==> src/rtl/uart_rx_ctrl.sv <==
// uart_rx_ctrl: 8N1 UART receiver with 16x oversampling, valid/ready output and frame/overrun flags
module uart_rx_ctrl #(
  parameter int CLK_DIV = 54
) (
  input  logic       clk,
  input  logic       reset_n,
  input  logic       rx,
  input  logic       rx_ready,
  output logic [7:0] rx_data,
  output logic       rx_valid,
  output logic       frame_err,
  output logic       overrun,
  output logic       busy
);
  localparam logic [2:0] IDLE = 3'd0, START = 3'd1, DATA = 3'd2, STOP = 3'd3, WAIT_HIGH = 3'd4;
  localparam int DW = $clog2(CLK_DIV);
  logic [2:0] state;
  logic [DW-1:0] div;
  logic [3:0] tcnt;
  logic [2:0] bidx;
  logic [7:0] shreg;
  logic rx_m, rx_s, tick, mid, last, deliver;
  assign tick = div == DW'(CLK_DIV - 1);
  assign mid = tick && tcnt == 4'd7;
  assign last = tick && tcnt == 4'd15;
  assign deliver = state == STOP && last && rx_s;
  assign busy = state != IDLE;
  always_ff @(posedge clk or negedge reset_n) begin
    if (!reset_n) begin
      state <= IDLE;
      div <= '0;
      tcnt <= '0;
      bidx <= '0;
      shreg <= '0;
      rx_m <= 1'b1;
      rx_s <= 1'b1;
      rx_data <= '0;
      rx_valid <= 1'b0;
      frame_err <= 1'b0;
      overrun <= 1'b0;
    end else begin
      rx_m <= rx;
      rx_s <= rx_m;
      frame_err <= 1'b0;
      overrun <= 1'b0;
      div <= ((state == IDLE && !rx_s) || tick) ? '0 : div + 1'b1;
      if (tick) tcnt <= tcnt + 4'd1;
      case (state)
        IDLE: if (!rx_s) begin
          state <= START;
          tcnt <= '0;
          bidx <= '0;
        end
        START: if (mid) begin
          state <= rx_s ? IDLE : DATA;
          tcnt <= '0;
        end
        DATA: if (last) begin
          shreg[bidx] <= rx_s;
          bidx <= bidx + 3'd1;
          if (bidx == 3'd7) state <= STOP;
        end
        STOP: if (last) begin
          state <= rx_s ? IDLE : WAIT_HIGH;
          frame_err <= !rx_s;
        end
        WAIT_HIGH: if (rx_s) state <= IDLE;
        default: state <= IDLE;
      endcase
      // a full buffer only takes the new byte if it is being drained on the same cycle
      if (deliver) begin
        if (!rx_valid || rx_ready) begin
          rx_data <= shreg;
          rx_valid <= 1'b1;
        end else overrun <= 1'b1;
      end else if (rx_valid && rx_ready) rx_valid <= 1'b0;
    end
  end
endmodule

==> config.mk <==
export PLATFORM = sky130hd
export DESIGN_NAME = uart_rx_ctrl
export DESIGN_NICKNAME = d
export VERILOG_FILES = /design/src/rtl/uart_rx_ctrl.sv
export SDC_FILE = /design/constraint.sdc
export NUM_CORES = 1
export LEC_CHECK = 0
export ABC_AREA = 1
export CELL_PAD_IN_SITES_DETAIL_PLACEMENT = 1
export CELL_PAD_IN_SITES_GLOBAL_PLACEMENT = 1
export CORE_ASPECT_RATIO = 0.8
export CORE_UTILIZATION = 43
export CTS_CLUSTER_DIAMETER = 30
export DETAILED_ROUTE_END_ITERATION = 8
export PLACE_DENSITY_LB_ADDON = 0.1
export SETUP_SLACK_MARGIN = 0.1
export SLEW_MARGIN = 20
export SYNTH_ARGS = -nofsm -noshare
export SYNTH_HDL_FRONTEND = slang
export SYNTH_SLANG_ARGS = --single-unit
export TNS_END_PERCENT = 50
==> constraint.sdc <==
create_clock -name clk -period 1.9 [get_ports clk]
set_input_delay 0.38 -clock clk [delete_from_list [all_inputs] [get_ports clk]]
set_output_delay 0.38 -clock clk [all_outputs]
set_load 0.02 [all_outputs]
==> metrics.md, run 1 <==
| Metric | Value |
|---|---|
| Grt total ovfl | `0` |
| Adder-Cell Fraction of Synth Area | `4.09%` |
| Initial antenna violation count | `0` |
| CP Capture Type | `output pin` |
| Syn_nets | `219` |
| Post-Place Setup Slack | `0.162 ns` |
| Final setup viols | `0` |
| Clock sinks | `37` |
| CTS Hold Buffers Added | `0` |
| Tot Pwr | `1370 uW` |
| Endpoint arrival time on the critical path | `1.35 ns` |
| Die X | `75.1 um` |
| Syn_area_per_cell | `8.79 um^2` |
| CP Cell Sequence | `inv_1 -> nand2_1 -> nor2_2 -> inv_1 -> dlygate4sd2_1` |
| H-tree depth | `2` |
| Number of max-cap violations | `0` |
| Root Buffer | `clkbuf_8` |
| Period minus WS final | `1.73 ns` |
| Vias after detailed routing | `1402` |
| Vias in the first global route | `1493` |
| Clk pwr share | `39.9%` |
| Period utilization | `91.0%` |
| Worst vdd ir | `447 uV` |
| Cell family contributing the most delay on the critical path | `buffers and inverters` |
| DR vias/cell | `4.85` |
| CTS tree | `built` |
| CTS Buffer Depth | `2` |
| Internal Power | `1050 uW` |
| Setup WS post-layout | `0.170 ns` |
| Worst setup path class | `reg2out` |
| Vert. Die Dim | `60.5 um` |
| RSZ-0062 raised after global routing | `yes` |
| Net switching fraction of the power | `23.2%` |
| Setup tns final | `0 ns` |
| Worst-Skew Late Latency | `0.30 ns` |
| Worst slew pin tran | `0.455 ns` |
| Critical path peak fanout | `3` |
| Largest family of logic cells by synthesized area | `simple AND/OR/NAND/NOR gates` |
| Share of cells above drive strength 1 | `17.5%` |
| Final hold viol count | `0` |
| Slew Viols, Final | `0` |
| Post-synthesis xor/xnor area fraction | `1.91%` |
| Max Clk Rate | `578 MHz` |
| Synth warn | `0` |
| Status | `completed` |
| CP max stage cell | `dfrtp_1` |
| Startpoint Class | `flop` |
| DR DRC count | `0` |
| Register bit total from synthesis | `37` |
| Seq pwr share | `57.7%` |
| Most used cell, CP | `inv_1` |
| Compound-Gate Fraction of Synth Area | `7.22%` |
| Cell area power density | `632 nW/um^2` |
| Post-synthesis mux area share | `0%` |
| Synth Instances | `209` |
| Cell Rows | `20` |
| Count of cell types in the netlist | `28` |
| CTS clock-pin slew for the worst setup and hold paths | `0.08 ns` |
| Pleak | `0.00108 uW` |
| Simple-Gate Fraction of Synth Area | `29.6%` |
| Total CTS buffers | `5` |
| CP Buf/Inv Count | `3` |
| # diodes | `0` |
| Maximum number of pins on one net before global-route repair | `20` |
| Commonest non-fill, non-tap cells in the layout | `nand2_1 (52), dfrtp_1 (35), inv_1 (24), nor2_1 (21), clkdlybuf4s50_1 (13)` |
| Initial core utilization | `46.5%` |
| I/O pin total | `16` |
| DRT iter0 DRCs | `47` |
| WL final | `3950 um` |
| Nets | `243` |
| Worst path max stage delay | `0.39 ns` |
| Die area | `4540 um^2` |
| Router iterations before antenna repair | `4` |
| Core outline area | `3950 um^2` |
| DRT antenna net count | `0` |
| Routability cong. | `0.835` |
| Combinational fraction of design power | `2.4%` |
| Port Buffers | `15` |
| Clock Skew | `0.0105 ns` |
| Global-route wire length before repair | `6920 um` |
| Most common cell after layout, fill and taps aside | `nand2_1` |
| Worst EP required | `1.52 ns` |
| Cell area after synthesis | `1840 um^2` |
| Dpl hpwl | `2920 um` |
| Worst Hold Class | `in2async` |
| Net Sw Power | `318 uW` |
| Area grow syn2layout | `18.3%` |
| Fill count | `488` |
| Max_slew headroom | `69.7%` |
| Total track usage | `21.2%` |
| Seq/Total Area, Yosys | `50.5%` |
| Mean routed wirelength per cell | `13.7 um` |
## final cells by class
cell class / count / area, um^2 / share of cell area (%)
sequential: 37 / 928 / 42.7
multi-input combinational: 142 / 792 / 36.5
timing repair buffer: 20 / 194 / 8.93
inverter: 27 / 103 / 4.72
clock buffer: 5 / 68.8 / 3.17
tap: 55 / 68.8 / 3.17
clock inverter: 3 / 17.5 / 0.806
## synthesized netlist by cell type
cell	instances	area share (%)
clkinv_2	1	0.27
nand3_4	1	0.95
nand2_4	1	0.61
nand4_1	7	2.4
dfstp_2	2	2.9
o21bai_1	1	0.41
buf_6	1	0.61
a21oi_1	2	0.54
nand2_1	52	11
nand2_2	3	1.0
and3_1	1	0.34
o21ai_0	9	2.5
dfrtp_1	35	48
xnor2_1	2	0.95
ha_1	6	4.1
nor2_8	1	1.1
xor2_1	2	0.95
o21ai_2	8	3.8
nor2_1	23	4.7
nor2_4	2	1.2
inv_2	2	0.41
nor3_1	4	1.1
clkbuf_1	2	0.41
inv_1	24	4.9
nand3_1	11	3.0
nor3b_1	2	0.82
nor2_2	2	0.68
nand3_2	2	1.1
## flip-flops by register name, summed over array words and instances (netlist names)
| register | cells |
|---|---|
| div | 6 |
| frame_err | 1 |
| rx_valid | 1 |
| shreg | 8 |
| tcnt | 4 |
| rx_data | 8 |
| bidx | 3 |
| state | 3 |
| overrun | 1 |
| rx_s | 1 |
| rx_m | 1 |
## power groups by stage
stage,logic [uW],registers (uW),clock network [uW]
3_3_place_gp,33.9,807,0
4_1_cts,35.2,792,568
3_5_place_dp,35.4,807,0
6_report,33.4,792,547
5_1_grt,38.6,792,596
2_1_floorplan,4.83,807,0
## layer usage
layer  global-route usage [%]  share of wire (%)
met5                        0                  0
met1                     25.7                 46
met4                     7.82                1.5
met3                     5.65                2.5
met2                     36.8                 50
## repair_timing
action                     CTS  global route
gates resized for setup      2             1
setup buffers                1             2
setup endpoints to repair    1            10
## logic make-up (layout without fill, tap and decap cells)
| logic type | after synthesis | after routing |
|---|---|---|
| compound gates | 20 | 20 |
| flops | 37 | 37 |
| simple gates | 112 | 112 |
| buf+inv | 30 | 55 |
| fa+ha+maj | 6 | 6 |
| xor+xnor | 4 | 4 |
## per-stage QoR
| step | cell area [um^2] | std cells | hold WS (ns) | util, % |
|---|---|---|---|---|
| final | 2170 | 289 | 0.0214 | 54.9 |
| after global routing | 2170 | 289 | 0.0561 | 54.9 |
| after CTS | 2150 | 287 | 0.0322 | 54.5 |
| after detailed placement | 2060 | 278 | 0.353 | 52.1 |
| after global placement | 2060 | 278 | 0.350 | 52.1 |
| after floorplan | 1840 | 209 | 0.0844 | - |
## worst reg2reg max path, stage by stage, from the launching register on
cell     delay [ns]
dfrtp_1        0.41
inv_1          0.07
ha_1           0.13
nand2_1        0.12
nor2_8         0.22
nand3_2        0.20
nor2_4         0.21
nand2_1        0.09
nand2_1        0.07
nand2_1        0.05
## final timing paths
check,slack [ns],start,to,cells after the start
max,0.17,state[2],busy,5
min,0.02,reset_n,shreg[4],1
min in group clk,0.36,rx_m,rx_s,0
max reg2reg,0.25,div[1],shreg[4],9
min reg2reg,0.36,rx_m,rx_s,0
max in group asynchronous,1.42,reset_n,state[0],2
Note: power is estimated with default switching activity, not from simulation.
==> inputs of run 2 (changes only) <==
- SETUP_SLACK_MARGIN: 0.1 -> unset
- SLEW_MARGIN: 20 -> 0
==> run 2 against run 1 <==
  * Utilization shrank 0.63 points
  * First-iteration DRC count shrank 15%
  * Clock skew is essentially flat
  * Combinational power is essentially flat
  * Hold slack gained 0.0014 ns
  * Routed wire length shrank 1.4%
  * Final area shrank 1.2%
  * Clock power is essentially flat
  * Setup slack lost 0.066 ns
  * Non-clock buffer count shrank 3
  * Critical path type unchanged
  * Critical endpoint unchanged
  * Highest routed layer unchanged
==> metrics.md, run 2 (synthesized netlist as in run 1, its figures left out) <==
| Metric | Value |
|---|---|
| Status | `completed (unchanged)` |
| Worst vdd ir | `444 uV (was 447 uV)` |
| Core outline area | `3950 um^2 (unchanged)` |
| Critical Path End | `busy (unchanged)` |
| CP startpoint | `state[2] (unchanged)` |
| # diodes | `0 (unchanged)` |
| Maximum number of pins on one net before global-route repair | `20 (unchanged)` |
| Grt total ovfl | `0 (unchanged)` |
| Max Clk Rate | `557 MHz (was 578 MHz)` |
| RSZ-0062 raised after global routing | `no (was yes)` |
| Non-filler cells, final | `286 (was 289)` |
| Post-CTS Setup Inserts | `0 (was 1)` |
| Router iterations before antenna repair | `4 (unchanged)` |
| Vias after detailed routing | `1405 (was 1402)` |
| Worst setup path class | `reg2out (unchanged)` |
| Worst EP required | `1.52 ns (about the same)` |
| Initial antenna violation count | `0 (unchanged)` |
| Period minus WS final | `1.80 ns (was 1.73 ns)` |
| Max_slew headroom | `69.7% (about the same)` |
| Number of max-cap violations | `0 (unchanged)` |
| Reg2Reg Depth | `8 (was 9)` |
| Net switching fraction of the power | `23.1% (was 23.2%)` |
| CP max stage cell | `dfrtp_1 (unchanged)` |
| Combinational fraction of design power | `2.4% (about the same)` |
| Final hold viol count | `0 (unchanged)` |
| Vert. Die Dim | `60.5 um (unchanged)` |
| Seq pwr share | `57.7% (about the same)` |
| Most common cell after layout, fill and taps aside | `nand2_1 (unchanged)` |
| Die area | `4540 um^2 (unchanged)` |
| WHS | `0.0228 ns (was 0.0214 ns)` |
| DR DRC count | `0 (unchanged)` |
| H-tree depth | `2 (unchanged)` |
| Share of cells above drive strength 1 | `16.0% (was 17.5%)` |
| Vias in the first global route | `1479 (was 1493)` |
| DR vias/cell | `4.91 (was 4.85)` |
| Total CTS buffers | `5 (unchanged)` |
| Net Sw Power | `317 uW (was 318 uW)` |
| Cell area power density | `639 nW/um^2 (was 632 nW/um^2)` |
| Post-route core utilization | `54.3% (was 54.9%)` |
| Global-route wire length before repair | `6870 um (was 6920 um)` |
| Cell Rows | `20 (unchanged)` |
| Pleak | `0.00107 uW (was 0.00108 uW)` |
| Final setup viols | `0 (unchanged)` |
| Post-Place Setup Slack | `0.162 ns (unchanged)` |
| DRT iter0 DRCs | `40 (was 47)` |
| Clk pwr share | `39.8% (was 39.9%)` |
| CTS Buffer Depth | `2 (unchanged)` |
| I/O pin total | `16 (unchanged)` |
| Worst slew pin tran | `0.454 ns (was 0.455 ns)` |
| DRT antenna net count | `0 (unchanged)` |
| Routability cong. | `0.835 (unchanged)` |
| Worst Hold Class | `in2async (unchanged)` |
| Setup WS post-layout | `0.104 ns (was 0.170 ns)` |
| Clock sinks | `37 (unchanged)` |
| Most used cell, CP | `inv_1 (unchanged)` |
| Total track usage | `21.1% (was 21.2%)` |
| Critical path peak fanout | `4 (was 3)` |
| Endpoint arrival time on the critical path | `1.42 ns (was 1.35 ns)` |
| Nets | `240 (was 243)` |
| Setup tns final | `0 ns (unchanged)` |
| CP Cell Sequence | `inv_1 -> nand2_1 -> nor2_2 -> inv_1 -> dlygate4sd2_1 (unchanged)` |
| Startpoint Class | `flop (unchanged)` |
| Largest regs | `rx_data x8, shreg x8, div x6 (unchanged)` |
| Worst-Skew Late Latency | `0.30 ns (about the same)` |
| CTS tree | `built (unchanged)` |
| Worst path max stage delay | `0.44 ns (was 0.39 ns)` |
| Die X | `75.1 um (unchanged)` |
| CTS clock-pin slew for the worst setup and hold paths | `0.08 ns (about the same)` |
| Root Buffer | `clkbuf_8 (unchanged)` |
| CP Capture Type | `output pin (unchanged)` |
| Critical R2R Launch | `tcnt[0] (was div[1])` |
| Clock Skew | `0.0105 ns (about the same)` |
| Placed insts | `278 (unchanged)` |
| CTS Hold Buffers Added | `0 (unchanged)` |
| Internal Power | `1050 uW (about the same)` |
| Dpl hpwl | `2920 um (unchanged)` |
| Mean routed wirelength per cell | `13.6 um (was 13.7 um)` |
| Period utilization | `94.5% (was 91.0%)` |
| WL final | `3890 um (was 3950 um)` |
| Port Buffers | `15 (unchanged)` |
| Worst R2R Setup Slack | `0.22 ns (was 0.25 ns)` |
| Area grow syn2layout | `16.9% (was 18.3%)` |
| Worst reg2reg path endpoint | `shreg[4] (unchanged)` |
| Initial core utilization | `46.5% (unchanged)` |
| Commonest non-fill, non-tap cells in the layout | `nand2_1 (52), dfrtp_1 (35), inv_1 (24), nor2_1 (22), clkdlybuf4s50_1 (13) (was nand2_1 (52), dfrtp_1 (35), inv_1 (24), nor2_1 (21), clkdlybuf4s50_1 (13))` |
| Slew Viols, Final | `0 (unchanged)` |
==> run 2: changes by cell type in the layout (fill, tap and decap cells not counted) <==
| cell | delta |
|---|---|
| buf_4 | -3 |
| nor2_1 | +1 |
| nor2_2 | -1 |
==> run 2: area by class of cell <==
type                       instances  area, um^2
clock buffer                       5        68.8
clock inverter                     3        17.5
fill                             490        1810
inverter                          27         103
timing repair buffer              17         171
multi-input combinational        142         790
sequential                        37         928
tap                               55        68.8
==> run 2: worst min-delay path by stage <==
stage | slack (ns) | end
3_3_place_gp | 0.35 | state[1]
6_report | 0.02 | shreg[4]
4_1_cts | 0.03 | bidx[0]
5_1_grt | 0.06 | bidx[0]
2_1_floorplan | 0.08 | bidx[0]
3_5_place_dp | 0.35 | rx_s
==> run 2: power by group through the flow <==
stage / Combinational, uW / Clock [uW] / Sequential [uW]
global placement: 33.9 / 0 / 807
finish: 33.4 / 546 / 792
CTS: 35.2 / 568 / 792
global route: 38.6 / 597 / 792
floorplan: 4.83 / 0 / 807
detailed placement: 35.4 / 0 / 807
==> run 2: per-stage QoR <==
step           power [uW]  instance area (um^2)
2_1_floorplan         812                  1840
3_3_place_gp          841                  2060
3_5_place_dp          843                  2060
4_1_cts              1400                  2140
5_1_grt              1430                  2150
6_report             1370                  2150
==> run 2: worst max-delay path, delay by kind of cell (launching register included) <==
| family | cells | cell delay, ns |
|---|---|---|
| AND/OR/NAND/NOR | 2 | 0.21 |
| buffers and inverters | 3 | 0.47 |
| flip-flops | 1 | 0.44 |
==> run 2: what timing repair did <==
action,in CTS,in global routing
resized for setup,1,1
setup endpoints to repair,1,1
pin swaps,0,0
==> run 2: metal layers <==
layer	global-route usage, %	vias to the layer above	part of all wire (%)
met5	0	-	0
met3	5.65	5	2.2
li1	-	705	-
met1	25.7	682	47
met4	7.82	0	1.5
met2	36.3	13	49
==> inputs of run 3 (changes only) <==
- CORE_UTILIZATION: 43 -> 46
- clock period: 1.9 -> 2.2 ns (I/O delays scaled with it)
==> run 3 against run 2 <==
  * Critical path depth unchanged
  * Setup slack gained 0.28 ns
  * Critical endpoint unchanged
  * Hold slack gained 0.23 ns
  * Power is 4.1% lower
  * Highest routed layer unchanged
  * Sequential power is 13% lower
  * Clock power grew 11%
  * Utilization rose by 2.2 points
  * Largest power group unchanged
==> metrics.md, run 3 (synthesized netlist as in run 1, its figures left out) <==
| Metric | Value |
|---|---|
| Status | `completed (unchanged)` |
| Worst slew pin tran | `0.854 ns (was 0.454 ns)` |
| Dpl hpwl | `2880 um (was 2920 um)` |
| Nets | `238 (was 240)` |
| Mean routed wirelength per cell | `13.9 um (was 13.6 um)` |
| Endpoint arrival time on the critical path | `1.38 ns (was 1.42 ns)` |
| I/O pin total | `16 (unchanged)` |
| Routability cong. | `0.825 (was 0.835)` |
| Root Buffer | `clkbuf_8 (unchanged)` |
| CP Capture Type | `output pin (unchanged)` |
| Worst vdd ir | `393 uV (was 444 uV)` |
| Worst-Skew Late Latency | `0.29 ns (was 0.30 ns)` |
| Largest regs | `rx_data x8, shreg x8, div x6 (unchanged)` |
| Total track usage | `21.5% (was 21.1%)` |
| Grt total ovfl | `0 (unchanged)` |
| Area grow syn2layout | `17.1% (was 16.9%)` |
| Combinational fraction of design power | `1.5% (was 2.4%)` |
| CTS clock-pin slew for the worst setup and hold paths | `0.07 ns (was 0.08 ns)` |
| Max Clk Rate | `551 MHz` |
| Total CTS buffers | `5 (unchanged)` |
| Net Sw Power | `258 uW (was 317 uW)` |
| Max_slew headroom | `43.1% (was 69.7%)` |
| Final hold viol count | `0 (unchanged)` |
| Design Area, Final | `2150 um^2 (about the same)` |
| Router iterations before antenna repair | `4 (unchanged)` |
| Startpoint Class | `flop (unchanged)` |
| Internal Power | `1060 uW (was 1050 uW)` |
| Clock sinks | `37 (unchanged)` |
| Vias in the first global route | `1514 (was 1479)` |
| Die area | `4250 um^2 (was 4540 um^2)` |
| Share of cells above drive strength 1 | `14.4% (was 16.0%)` |
| Area post-placement | `2030 um^2 (was 2060 um^2)` |
| # diodes | `0 (unchanged)` |
| Post-route core utilization | `56.5% (was 54.3%)` |
| Cell area power density | `611 nW/um^2 (was 639 nW/um^2)` |
| Net switching fraction of the power | `19.6% (was 23.1%)` |
| Pleak | `0.00107 uW (about the same)` |
| Die X | `72.7 um (was 75.1 um)` |
| DR DRC count | `0 (unchanged)` |
| Clk pwr share | `46.2% (was 39.8%)` |
| Slew Viols, Final | `0 (unchanged)` |
| Setup tns final | `0 ns (unchanged)` |
| Worst EP required | `1.76 ns (was 1.52 ns)` |
| Period minus WS final | `1.82 ns` |
| Port Buffers | `15 (unchanged)` |
| CTS tree | `built (unchanged)` |
| Commonest non-fill, non-tap cells in the layout | `nand2_1 (52), dfrtp_1 (35), inv_1 (24), nor2_1 (23), clkdlybuf4s50_1 (13) (was nand2_1 (52), dfrtp_1 (35), inv_1 (24), nor2_1 (22), clkdlybuf4s50_1 (13))` |
| DRT iter0 DRCs | `70 (was 40)` |
| Critical path peak fanout | `4 (unchanged)` |
| WL final | `3930 um (was 3890 um)` |
| Period utilization | `82.6%` |
| H-tree depth | `2 (unchanged)` |
| Worst setup path class | `reg2out (unchanged)` |
| Number of max-cap violations | `0 (unchanged)` |
| Initial core utilization | `48.3% (was 46.5%)` |
| Vert. Die Dim | `58.5 um (was 60.5 um)` |
| DR vias/cell | `5.07 (was 4.91)` |
| Worst Hold Class | `in2async (unchanged)` |
| Vias after detailed routing | `1440 (was 1405)` |
| Clock Skew | `0.00762 ns (was 0.0105 ns)` |
| Final setup viols | `0 (unchanged)` |
| Cell Rows | `20 (unchanged)` |
| Maximum number of pins on one net before global-route repair | `38 (was 20)` |
| CTS Hold Buffers Added | `0 (unchanged)` |
| Core outline area | `3800 um^2 (was 3950 um^2)` |
| Seq pwr share | `52.3% (was 57.7%)` |
| DRT antenna net count | `0 (unchanged)` |
| Most common cell after layout, fill and taps aside | `nand2_1 (unchanged)` |
| Global-route wire length before repair | `6900 um (was 6870 um)` |
| CTS Buffer Depth | `2 (unchanged)` |
| Initial antenna violation count | `0 (unchanged)` |
| RSZ-0062 raised after global routing | `no (unchanged)` |
==> run 3: cell type report <==
class	instances	area [um^2]
multi-input cells	142	787
fillers	479	1650
well taps	55	68.8
clock buffers	7	86.3
repair buffers	15	148
inverters	27	103
clock inverters	1	30.0
flip-flops and latches	37	928
==> run 3: timing repair <==
| item | 4_1_cts | 5_1_grt |
|---|---|---|
| endpoints found under the setup margin | 0 | 1 |
| gates resized for setup | 0 | 1 |
| hold endpoints to repair | 0 | 0 |
| buffers inserted | 0 | 0 |
==> run 3: path summary, 6_finish.rpt <==
kind,from,endpoint,slack [ns],cells after the start
setup / recovery,state[2],busy,0.38,5
min in group clk,rx_m,rx_s,0.36,0
hold / removal,reset_n,state[1],0.25,1
setup reg to reg,tcnt[0],shreg[4],0.51,8
max in group asynchronous,reset_n,shreg[2],1.40,1
hold reg to reg,rx_m,rx_s,0.36,0
==> run 3: per-stage QoR <==
step | std cells | hold WS [ns] | worst slack [ns] | power [uW]
3_5_place_dp | 276 | 0.354 | 0.386 | 722
6_report | 284 | 0.253 | 0.384 | 1320
2_1_floorplan | 209 | 0.144 | 0.750 | 701
4_1_cts | 284 | 0.266 | 0.0158 | 1340
5_1_grt | 284 | 0.317 | 0.301 | 1360
3_3_place_gp | 276 | 0.353 | 0.459 | 721
==> run 3: power by group through the flow <==
| stage | clock (uW) | sequential (uW) | combinational (uW) |
|---|---|---|---|
| floorplan | 0 | 697 | 4.17 |
| global placement | 0 | 700 | 20.4 |
| detailed placement | 0 | 701 | 21.2 |
| CTS | 627 | 687 | 21.1 |
| global route | 649 | 688 | 23.8 |
| finish | 607 | 688 | 20.2 |
==> run 3: worst max-delay path, stage by stage, from the launching register on <==
cell and delay (ns):
dfrtp_1 0.44, inv_1 0.13, nand2_1 0.11, nor2_1 0.16, inv_1 0.06, dlymetal6s2s_1 0.20
==> run 3: metal layers <==
metal | vias to the layer above | GRT usage [%] | part of all wire (%)
li1 | 703 | - | -
met1 | 710 | 26.1 | 45
met2 | 21 | 38.3 | 51
met3 | 6 | 4.11 | 2.9
met4 | 0 | 8.40 | 1.2
met5 | - | 0 | 0
